[config.mk]
export PLATFORM = sky130hd
export DESIGN_NAME = maze_walker
export DESIGN_NICKNAME = d
export VERILOG_FILES = /design/src/rtl/maze_walker.sv
export SDC_FILE = /design/constraint.sdc
export NUM_CORES = 1
export LEC_CHECK = 0
export CAP_MARGIN = 20
export CORE_MARGIN = 1.5
export CORE_UTILIZATION = 53
export DETAILED_ROUTE_END_ITERATION = 16
export PLACE_DENSITY = 0.84
export SETUP_SLACK_MARGIN = 0.02
export SLEW_MARGIN = 30
export SYNTH_ARGS = -nofsm -noshare
export SYNTH_HDL_FRONTEND = slang
export SYNTH_SLANG_ARGS = --single-unit
[constraint.sdc]
create_clock -name clk -period 3.6 [get_ports clk]
set_input_delay 0.54 -clock clk [delete_from_list [all_inputs] [get_ports clk]]
set_output_delay 0.54 -clock clk [all_outputs]
set_load 0.1 [all_outputs]
[src/rtl/maze_walker.sv]
// Wall-following maze walker: steps from a start cell to the first border cell, marking its path.
// Latency: 3/5/7 cycles per move (side/front/other-or-back open), plus 1 cycle to mark the exit cell.
// Handshake: start is accepted only when not busy; done and timeout are held until the next start.
module maze_walker #(
  parameter int ADDR_W    = 6,
  parameter int STEP_W    = 16,
  parameter int MAX_STEPS = 4096
) (
  input  logic              clk,
  input  logic              rst_n,
  input  logic              start,
  input  logic [ADDR_W-1:0] starting_row,
  input  logic [ADDR_W-1:0] starting_col,
  input  logic              follow_left,
  input  logic              maze_in,
  output logic [ADDR_W-1:0] row,
  output logic [ADDR_W-1:0] col,
  output logic              maze_oe,
  output logic              maze_we,
  output logic              busy,
  output logic              done,
  output logic              timeout,
  output logic [STEP_W-1:0] steps
);

  typedef enum logic [3:0] {
    S_IDLE, S_PROBE_SIDE, S_EVAL_SIDE, S_PROBE_FWD, S_EVAL_FWD,
    S_PROBE_OTHER, S_EVAL_OTHER, S_MOVE, S_MARK_EXIT, S_DONE
  } state_t;

  localparam logic [1:0]        DIR_UP    = 2'd0;
  localparam logic [1:0]        DIR_RIGHT = 2'd1;
  localparam logic [1:0]        DIR_DOWN  = 2'd2;
  localparam logic [1:0]        DIR_LEFT  = 2'd3;
  localparam logic [ADDR_W-1:0] IDX_MAX   = '1;
  localparam logic [STEP_W-1:0] STEP_LIM  = STEP_W'(MAX_STEPS);

  state_t            state;
  logic [ADDR_W-1:0] pos_row, pos_col;
  logic [1:0]        dir;
  logic              hand;

  // Neighbour row/col of a cell in a given direction; wraps modulo the maze size.
  function automatic logic [ADDR_W-1:0] nbr_row(input logic [ADDR_W-1:0] r, input logic [1:0] d);
    if (d == DIR_UP)        return r - ADDR_W'(1);
    else if (d == DIR_DOWN) return r + ADDR_W'(1);
    else                    return r;
  endfunction

  function automatic logic [ADDR_W-1:0] nbr_col(input logic [ADDR_W-1:0] c, input logic [1:0] d);
    if (d == DIR_RIGHT)     return c + ADDR_W'(1);
    else if (d == DIR_LEFT) return c - ADDR_W'(1);
    else                    return c;
  endfunction

  function automatic logic on_border(input logic [ADDR_W-1:0] r, input logic [ADDR_W-1:0] c);
    return (r == '0) || (r == IDX_MAX) || (c == '0) || (c == IDX_MAX);
  endfunction

  // Hand-relative directions for the current heading; "other" is the side opposite the hand.
  logic [1:0]        side_dir, other_dir, start_side;
  logic [ADDR_W-1:0] fwd_row, fwd_col;
  logic [STEP_W-1:0] steps_inc;

  assign side_dir   = hand ? (dir - 2'd1) : (dir + 2'd1);
  assign other_dir  = side_dir + 2'd2;
  assign start_side = follow_left ? DIR_LEFT : DIR_RIGHT;
  assign fwd_row    = nbr_row(pos_row, dir);
  assign fwd_col    = nbr_col(pos_col, dir);
  assign steps_inc  = steps + STEP_W'(1);

  // Walker FSM; every output is set on the transition into the state that presents it.
  always_ff @(posedge clk or negedge rst_n) begin
    if (!rst_n) begin
      state   <= S_IDLE;
      pos_row <= '0;
      pos_col <= '0;
      dir     <= DIR_UP;
      hand    <= 1'b0;
      row     <= '0;
      col     <= '0;
      maze_oe <= 1'b0;
      maze_we <= 1'b0;
      busy    <= 1'b0;
      done    <= 1'b0;
      timeout <= 1'b0;
      steps   <= '0;
    end else begin
      maze_oe <= 1'b0;
      maze_we <= 1'b0;
      case (state)
        S_IDLE, S_DONE: begin
          if (start) begin
            pos_row <= starting_row;
            pos_col <= starting_col;
            hand    <= follow_left;
            dir     <= DIR_UP;
            steps   <= '0;
            done    <= 1'b0;
            timeout <= 1'b0;
            busy    <= 1'b1;
            if (on_border(starting_row, starting_col)) begin
              state   <= S_MARK_EXIT;
              maze_we <= 1'b1;
              row     <= starting_row;
              col     <= starting_col;
            end else begin
              state   <= S_PROBE_SIDE;
              maze_oe <= 1'b1;
              row     <= nbr_row(starting_row, start_side);
              col     <= nbr_col(starting_col, start_side);
            end
          end
        end
        S_PROBE_SIDE:  state <= S_EVAL_SIDE;
        S_PROBE_FWD:   state <= S_EVAL_FWD;
        S_PROBE_OTHER: state <= S_EVAL_OTHER;
        S_EVAL_SIDE: begin
          if (!maze_in) begin
            dir     <= side_dir;
            state   <= S_MOVE;
            maze_we <= 1'b1;
            row     <= pos_row;
            col     <= pos_col;
          end else begin
            state   <= S_PROBE_FWD;
            maze_oe <= 1'b1;
            row     <= fwd_row;
            col     <= fwd_col;
          end
        end
        S_EVAL_FWD: begin
          if (!maze_in) begin
            state   <= S_MOVE;
            maze_we <= 1'b1;
            row     <= pos_row;
            col     <= pos_col;
          end else begin
            state   <= S_PROBE_OTHER;
            maze_oe <= 1'b1;
            row     <= nbr_row(pos_row, other_dir);
            col     <= nbr_col(pos_col, other_dir);
          end
        end
        S_EVAL_OTHER: begin
          // All three probed sides walled: turn back without probing behind.
          dir     <= maze_in ? (dir + 2'd2) : other_dir;
          state   <= S_MOVE;
          maze_we <= 1'b1;
          row     <= pos_row;
          col     <= pos_col;
        end
        S_MOVE: begin
          pos_row <= fwd_row;
          pos_col <= fwd_col;
          steps   <= steps_inc;
          // Reaching the border wins over hitting the step limit on the same move.
          if (on_border(fwd_row, fwd_col)) begin
            state   <= S_MARK_EXIT;
            maze_we <= 1'b1;
            row     <= fwd_row;
            col     <= fwd_col;
          end else if (steps_inc == STEP_LIM) begin
            state   <= S_DONE;
            timeout <= 1'b1;
            busy    <= 1'b0;
            done    <= 1'b1;
          end else begin
            state   <= S_PROBE_SIDE;
            maze_oe <= 1'b1;
            row     <= nbr_row(fwd_row, side_dir);
            col     <= nbr_col(fwd_col, side_dir);
          end
        end
        S_MARK_EXIT: begin
          state <= S_DONE;
          busy  <= 1'b0;
          done  <= 1'b1;
        end
        default: state <= S_IDLE;
      endcase
    end
  end

endmodule
# After elaboration in Yosys (flattened, before gate mapping)
# Cells that the tools add are included.
# classes
addsub	17
eq_ne	31
muxes	69
n_reduce_logical	27
# op_table
cell	n
6-bit 2-to-1 mux	30
6-bit one-hot mux with 5 select lines	2
6-bit by 1-bit adder with 6-bit output, second input constant	6
4-bit one-hot mux with 9 select lines	1
6-bit by 1-bit subtractor with 6-bit output, second input constant	6
16-bit one-hot mux with 2 select lines	1
6-bit == test, second input constant	4
6-bit logical NOT	4
6-bit one-hot mux with 2 select lines	2
16-bit by 1-bit adder with 16-bit output, second input constant	1
16-bit by 13-bit == test with 1-bit output, second input constant	1
2-bit == test, second input constant	8
4-bit by 3-bit == test with 1-bit output, second input constant	4
16-bit 2-to-1 mux	1
4-bit 2-to-1 mux	4
1-bit 2-to-1 mux	15
2-bit 2-to-1 mux	6
1-bit one-hot mux with 3 select lines	3
2-bit by 1-bit == test with 1-bit output, second input constant	4
4-bit by 2-bit == test with 1-bit output, second input constant	2
4-bit == test, second input constant	2
2-bit logical NOT	4
2-bit != test, second input constant	4
4-bit AND reduction	2
17 further kinds	27
# totals
ff_bits	52
word_cells	157

# Depth between registers and ports, before layout
# logic_depth
word_depth	9
depth_mapped	14

# Worst setup path after synthesis
# OpenSTA, ideal clock, no wires.
# synth_path
kind	register -> register
start	reg pos_col[0]
end	reg row[3]
setup_time_ns	0.132
arrival_time_ns	3.229
setup_slack_ns	0.238
stages_incl_launch_ff	14
cell_sequence	dfrtp_1 -> clkbuf_1 -> inv_1 -> ha_1 -> and2_1 -> o31ai_1 -> ha_1 -> nand4_1 -> mux2_2 -> and4_4 -> buf_6 -> buf_6 -> o21ai_0 -> o41ai_2
# synth_via
elab_chain_cells	8
elab_cells_between_ends	12
classes_between	2 x add/sub; 2 x eq/ne; 4 x mux; 4 x reduce/logical
# synth_lines
item	line	source
start, declared	39	logic [ADDR_W-1:0] pos_row, pos_col;
start signal, assigned	95	pos_col <= starting_col;
start signal, assigned	155	pos_col <= fwd_col;
6-bit by 1-bit subtractor with 6-bit output	52	else if (d == DIR_LEFT) return c - ADDR_W'(1);
6-bit 2-to-1 mux	52	
6-bit 2-to-1 mux (*)	51	if (d == DIR_RIGHT) return c + ADDR_W'(1);
6-bit logical NOT	57	return (r == '0) || (r == IDX_MAX) || (c == '0) || (c == IDX_MAX);
1-bit logical OR	57	
1-bit logical OR (*)	57	
6-bit 2-to-1 mux or 3-bit != test (tied branches)	n/a	
6-bit one-hot mux with 5 select lines or 3-bit AND reduction (tied branches)	n/a	
end signal, assigned	105	row <= starting_row;
end signal, assigned	161	row <= fwd_row;
end signal, assigned	171	row <= nbr_row(fwd_row, side_dir);
end, declared	16	output logic [ADDR_W-1:0] row,
# Every way passes the cells marked *; elsewhere a longest branch is shown, timed or not.
# A chain may end at the register's enable or synchronous reset.

# Worst setup path in the final report
# layout_path
start	reg dir[1]
end	reg row[1]
# layout_via
elab_chain_cells	9
elab_cells_between_ends	36
classes_between	5 x add/sub; 8 x eq/ne; 14 x mux; 9 x reduce/logical
# layout_lines
item	line	source
start, declared	40	logic [1:0] dir;
start signal, assigned	120	dir <= side_dir;
start signal, assigned	147	dir <= maze_in ? (dir + 2'd2) : other_dir;
2-bit == test	46	else if (d == DIR_DOWN) return r + ADDR_W'(1);
6-bit 2-to-1 mux	46	
6-bit 2-to-1 mux	45	if (d == DIR_UP) return r - ADDR_W'(1);
6-bit by 1-bit adder with 6-bit output, or another cell as far along	46	
6-bit 2-to-1 mux or 1-bit logical OR (tied branches)	46, 57	
6-bit 2-to-1 mux or 1-bit logical OR (tied branches)	45, 57	
6-bit 2-to-1 mux or 1-bit logical OR (tied branches)	163, 57	
6-bit 2-to-1 mux or 3-bit != test (tied branches)	n/a	
6-bit one-hot mux with 5 select lines or 3-bit AND reduction (tied branches)	n/a	
# Several ways; a longest one is shown, not always the timed one. The select of a mux whose other input is x is not followed.

==> summary.txt <==
Run status
  – Status: finished, final reports clean

Global route
  – First-pass GRT wire length: approximately 26000 um
  – Vias in the first global route: ~5000
  – Total gr overflow: 0
  – Initial antenna violation count: 0
  – Largest net degree at the start of global routing: 30
  – GRT Total Usage: between 30% and 40%

STA
  – Fin Setup TNS: 0 ns
  – Tmin final: 3.35 ns
  – Final WS setup: 0.248 ns
  – Fmax: approximately 300 MHz
  – Slew Limit Headroom: roughly a third
  – Worst Skew: 0.0106 ns
  – Worst Max-Slew Pin Slew: 0.981 ns
  – Max Slew Vio Count: 0
  – Final Cycle Share: about 93%
  – WHS: 0.207 ns
  – Endpoints failing hold: 0
  – Unrepaired setup endpoints after global routing: no
  – Setup Viol. Count Final: 0

Detailed routing
  – Detailed-route via count: 5565
  – Post-route ant nets: 0
  – WL final: about 16000 um
  – DRT Pass-1 Iters: 8
  – Detailed-route DRC error count: 0
  – Initial drt markers: ~530
  – Number of vias per cell: just under 7
  – WL/cell: between 20 and 25 um

CTS
  – Clock tree root driver cell: clkbuf_8
  – Max clock buf depth: 2
  – Number of setup buffers added after CTS: 0
  – Worst-skew pair later-pin latency: around 0.32 ns
  – CTS tree: done
  – Total CTS buffers: 5
  – H-tree Lvls: 2
  – CTS clk-pin slew, worst paths: around 0.11 ns
  – Clk sink count: 52

Place
  – Hpwl dp: about 12000 um
  – Number of port buffers: between 40 and 50
  – Pre-CTS setup slack: roughly 0.2 ns
  – Final GP Congestion: 1.04
  – Placement Cell Area: between 0.005 and 0.006 mm^2

Floorplan
  – Initial Util: a little over half
  – Placement Rows: 35
  – Die H: 100 um
  – Die Wd: 100 um
  – Core area: between 0.009 and 0.01 mm^2
  – DIE AREA: 0.0100 mm^2
  – Boundary pin count: 50

Synth
  – EDFF count, synth: 0
  – Yosys warnings: 0
  – Unique cell type count in the Yosys netlist: 75
  – Asr flop ratio synth: 100%
  – Yosys reg bits: 52
  – Yosys top cell area share: 26.0%
  – Mapped Avg Cell Area: 7.54 um^2
  – Syn Inst Count: between 600 and 700
  – Mapped cell area: roughly 0.005 mm^2
  – Ys flop type: dfrtp_1
  – Dominant cell type by area after synthesis: dfrtp_1
  – Syn nets: between 700 and 800
  – Sequential area share after synthesis: 26.0%
  – Synth area leaders: dfrtp_1, o21ai_0, nand2_1, ha_1, a21oi_1

Cells and area
  – Total Nets Final: around 740
  – Antenna cells: 0
  – Layout cells sized above 1: between 7 and 8%
  – Area growth syn-to-layout: 13.7%
  – Layout Cell Area excl Fill: ~0.0057 mm^2
  – Commonest cells after routing, fill and taps aside: nand2_1, o21ai_0, nor2_1, dfrtp_1, clkdlybuf4s50_1
  – Most common cell after layout, fill and taps aside: nand2_1

Critical path
  – Slowest Stage Delay on Critical Path: between 0.4 and 0.5 ns
  – CP bufs+invs: 1
  – Stages on worst setup path: 10
  – Critical path class: flip-flop to flip-flop
  – Critical path's top delay family: compound AO/OA/AOI/OAI gates
  – CP cell instances: inv_1 > ha_1 > nand2b_1 > o41ai_4 > xor2_1 > nand4_1 > mux2_2 > nand2_1 > a311oi_1 > o41ai_1
  – Max FO, Critical Path: 14
  – CP startpoint kind: flip-flop
  – Slowest library cell on the worst path: xor2_1
  – Reg2reg path depth: 10
  – CP Capture Type: flip-flop
  – Arr. time, crit path: ~3.6 ns
  – Worst Path Required: 3.80 ns

Power and ir drop
  – Static leakage power: about 2.3 nW
  – PD cells: approximately 1100 mW/mm^2
  – VDD IR max: 0.562 mV

Flow run
  – Max_cap viols: 0

Worst hold path
  – Hold Path Class: input port to asynchronous set/reset pin
==> synthesized netlist by cell type (21+ instances only) <==
library cell	number
clkbuf_1	30
o21ai_0	68
inv_1	23
nor2_1	57
nand4_1	26
dfrtp_1	52
ha_1	21
nor3_1	21
nand3_1	29
a21oi_1	46
nand2_1	75
xnor2_1	24
==> what timing repair did <==
action / CTS / global route
hold buffers: 0 / 0
resized for setup: 0 / 1
setup endpoints to repair: 0 / 4
==> final timing paths <==
check                                       endpoint  slack [ns]                 from
max in group asynchronous         col[4]$_DFFE_PN0P_        2.57                rst_n
min in group clk                 timeout$_DFFE_PN0P_        0.49  timeout$_DFFE_PN0P_
worst min register to register   timeout$_DFFE_PN0P_        0.49  timeout$_DFFE_PN0P_
worst min-delay path            steps[2]$_DFFE_PN0P_        0.21                rst_n
worst max register to register    row[1]$_DFFE_PN0P_        0.25   dir[1]$_DFFE_PN0P_
worst max-delay path              row[1]$_DFFE_PN0P_        0.25   dir[1]$_DFFE_PN0P_
==> cell type report <==
cell class	count	area, um^2
clock buffers	5	68.8
clock inverters	3	22.5
fillers	837	3500
inverters	24	90.1
multi-input cells	541	3400
flip-flops and latches	52	1300
well taps	111	139
repair buffers	74	673
==> through the flow <==
| step | util [%] | std cells | total power [W] |
|---|---|---|---|
| CTS | 61.9 | 810 | 0.00611 |
| global placement | 60.9 | 802 | 0.00566 |
| finish | 62.0 | 810 | 0.00622 |
| floorplan | - | 665 | 0.00446 |
| global route | 62.0 | 810 | 0.00659 |
| detailed placement | 60.9 | 802 | 0.00573 |
==> logic make-up (layout without fill, tap and decap cells) <==
| family | Yosys count | in the layout | share of synthesized area, % |
|---|---|---|---|
| compound gates | 214 | 214 | 28.3 |
| simple gates | 262 | 262 | 25.9 |
| fa+ha+maj | 22 | 22 | 5.64 |
| flops | 52 | 52 | 26.0 |
| buf+inv | 72 | 106 | 6.37 |
| xor+xnor | 31 | 31 | 5.42 |
| mux | 12 | 12 | 2.45 |
==> flip-flops by register name (all words and copies together), names as in the netlist <==
signal / count
timeout: 1
steps: 16
dir: 2
maze_oe: 1
pos_col: 6
row: 6
done: 1
hand: 1
maze_we: 1
state: 4
pos_row: 6
col: 6
busy: 1
==> routing by layer <==
metal	vias to the layer above	GRT usage, %	wire length (um)
li1	2536	-	-
met1	2627	43.8	6790
met2	341	51.2	7390
met3	61	6.41	1600
met4	0	13.5	654
met5	-	0	0
==> where the power goes <==
group	internal, W	switching [W]	total [W]
Combinational	0.00152	0.00315	0.00467
Sequential	0.000808	0.000370	0.00118
Clock	0.000140	0.000228	0.000369
Total	0.00247	0.00375	0.00622
(Power assumes the default switching activity.)
==> patch (config.mk and constraints unchanged) <==
Make the reset (`rst_n`) synchronous in one clocked block.
--- a/src/rtl/maze_walker.sv
+++ b/src/rtl/maze_walker.sv
@@ -70,7 +70,7 @@
   assign steps_inc  = steps + STEP_W'(1);
 
   // Walker FSM; every output is set on the transition into the state that presents it.
-  always_ff @(posedge clk or negedge rst_n) begin
+  always_ff @(posedge clk) begin
     if (!rst_n) begin
       state   <= S_IDLE;
       pos_row <= '0;
Check against the original RTL: differs if rst_n is asserted again (counterexample within 4 cycles, from zero or initial values and one cycle with rst_n low); with rst_n held inactive, the same outputs for 4 cycles.
==> patch against the unedited design <==
  * Critical endpoint is now row[3]
  * Total power is 41% lower
  * Final area shrank 2.6%
  * Count of clock-buffer cells in the layout did not move
  * Worst setup slack got worse by 52 ps
  * Via count down 1.2%
  * Sequential cell count did not move
  * Synthesized area fell by 5.2%
  * Critical path type unchanged
  * Routed wire length increased by 1.0%
  * Hold slack gained 270 ps
==> patch: results (changes against the unedited design) <==
** Run status
- The flow ran to the end, and the final reports show no timing, DRC or antenna violations.

** Synthesis
- Async S/R FF share, synth :: 0 (-1.00)
- Cell types with the largest area share after synthesis :: sky130_fd_sc_hd__dfxtp_1 (22%), sky130_fd_sc_hd__nand2_1 (7.5%), sky130_fd_sc_hd__a21oi_1 (6.4%)
- The synthesized netlist net count is 708 (+0.57%).
- The combined area of all synthesized cells came to 0.00475 mm² (-5.2%).
- Compound-Gate Fraction of Synth Area :: 0.305 (+0.0220)
- Share of the synthesized netlist area taken by xor and xnor gates :: 0.0625 (+0.00827)
- The arithmetic-cell share of the synthesized area counting full adders, half adders and majority gates came to 0.0564 (about the same).
- The register area share after synthesis is 0.219 (-0.0404).
- The proportion of synthesized area in mux cells is 0.0216 (-0.00286).

** GRT
- Grt met2 use :: 0.538 (+0.0262)
- The met1 track demand over resource in global routing came to 0.463 (+0.0255).
- The largest net degree at the start of global routing was 31 (+3.3%).
- The number of global-route vias before repair came to 5070 (+1.1%).
- The met3 track demand over resource came to 0.0482 (-0.0159).
- Total track usage :: 0.339 (+0.0138)
- The global-route wire length before repair was 26.4 mm (+1.9%).

** Placed design
- The global placement routability congestion came to 0.995 (-3.9%).
- The HPWL reported at the end of detailed placement came to 11.8 mm (-2.5%).

** Clock tree
- The clock insertion delay at the later pin of the skew report came to 320 ps (about the same).
- The tree is rooted in a sky130_fd_sc_hd__clkbuf_8.

** STA
- Largest clock skew in the final design :: 20.4 ps (+9.74 ps)
- Worst rel slew slack :: 0.318 (-0.0260)

** Drt
- Drt wl/cell :: 20.3 µm (about the same)
- The DRC violation total after the first TritonRoute iteration is 625 (+17%).
- Average vias per placed instance :: 6.72 (-2.2%)
- Detailed-routing iteration count for the pre-antenna-repair pass :: 5 (-3)

** Power and ir drop
- Leakage Power :: 0.00207 µW (-9.0%)
- Internal power :: 1650 µW (-33%)
- Worst voltage drop across the vdd grid :: 0.517 mV (-8.0%)

** Setup path
- The slowest stage of the critical path is the sky130_fd_sc_hd__or4b_1 cell.
- Slowest cell delay on critical path :: 480 ps (+20 ps)
- The arrival time at the worst endpoint was 3600 ps (+40 ps).

** Final layout
- Layout cells sized above 1 :: 0.101 (+0.0256)
- Total Nets Final :: 746 (+1.2%)
patch: final timing paths:
path	startpoint	to	slack [ps]	depth (start not counted)
worst min register to register	timeout	timeout	480	2
worst min-delay path	timeout	timeout	480	2
worst max register to register	dir[1]	row[3]	200	11
worst max-delay path	dir[1]	row[3]	200	11
patch: final cells by class:
class | instances | area (µm²)
clock inverter | 3 | 46.3
sequential | 52 | 1040
clock buffer | 5 | 68.8
tap | 108 | 135
multi-input combinational | 542 | 3420
timing repair buffer | 83 | 746
inverter | 25 | 93.8
fill | 761 | 3170
patch: critical path, delay by kind of cell (launching register included):
family / cells / cell delay [ps]
muxes: 1 / 240
and+or+nand+nor: 4 / 1350
AOI/OAI and AO/OA: 3 / 680
xor gates and xnor gates: 1 / 190
buffers and inverters: 1 / 80
DFF: 1 / 430
adders and majority gates: 1 / 290
patch: logic make-up after synthesis:
family | Yosys count
compound gates | 215
xor+xnor | 33
fa+ha+maj | 21
buf+inv | 78
flops | 52
mux | 9
simple gates | 263
patch: stage by stage:
step	area [µm²]	cells	hold slack, ps	power (µW)	util
floorplan	4750	671	473	2490	-
global placement	5400	809	454	3090	0.620
detailed placement	5400	809	455	3110	0.620
CTS	5520	817	477	3550	0.633
global route	5550	818	509	3820	0.636
finish	5550	818	479	3660	0.636
patch: what timing repair did:
item                       in CTS  in global routing
setup buffers                   0                  0
gates resized for setup         0                  4
hold endpoints to repair        0                  0
setup endpoints to repair       0                 14
patch: routing by layer:
layer | vias up | part of all wire
met2 | 398 | 0.45
met5 | - | 0
li1 | 2534 | -
met1 | 2501 | 0.40
met4 | 0 | 0.039
met3 | 63 | 0.11
patch: power by group through the flow:
stage	Sequential (µW)	Clock (µW)	Combinational (µW)
6_report	850	434	2370
3_3_place_gp	845	0	2240
5_1_grt	863	451	2510
3_5_place_dp	851	0	2260
4_1_cts	842	430	2280
2_1_floorplan	1180	0	1310
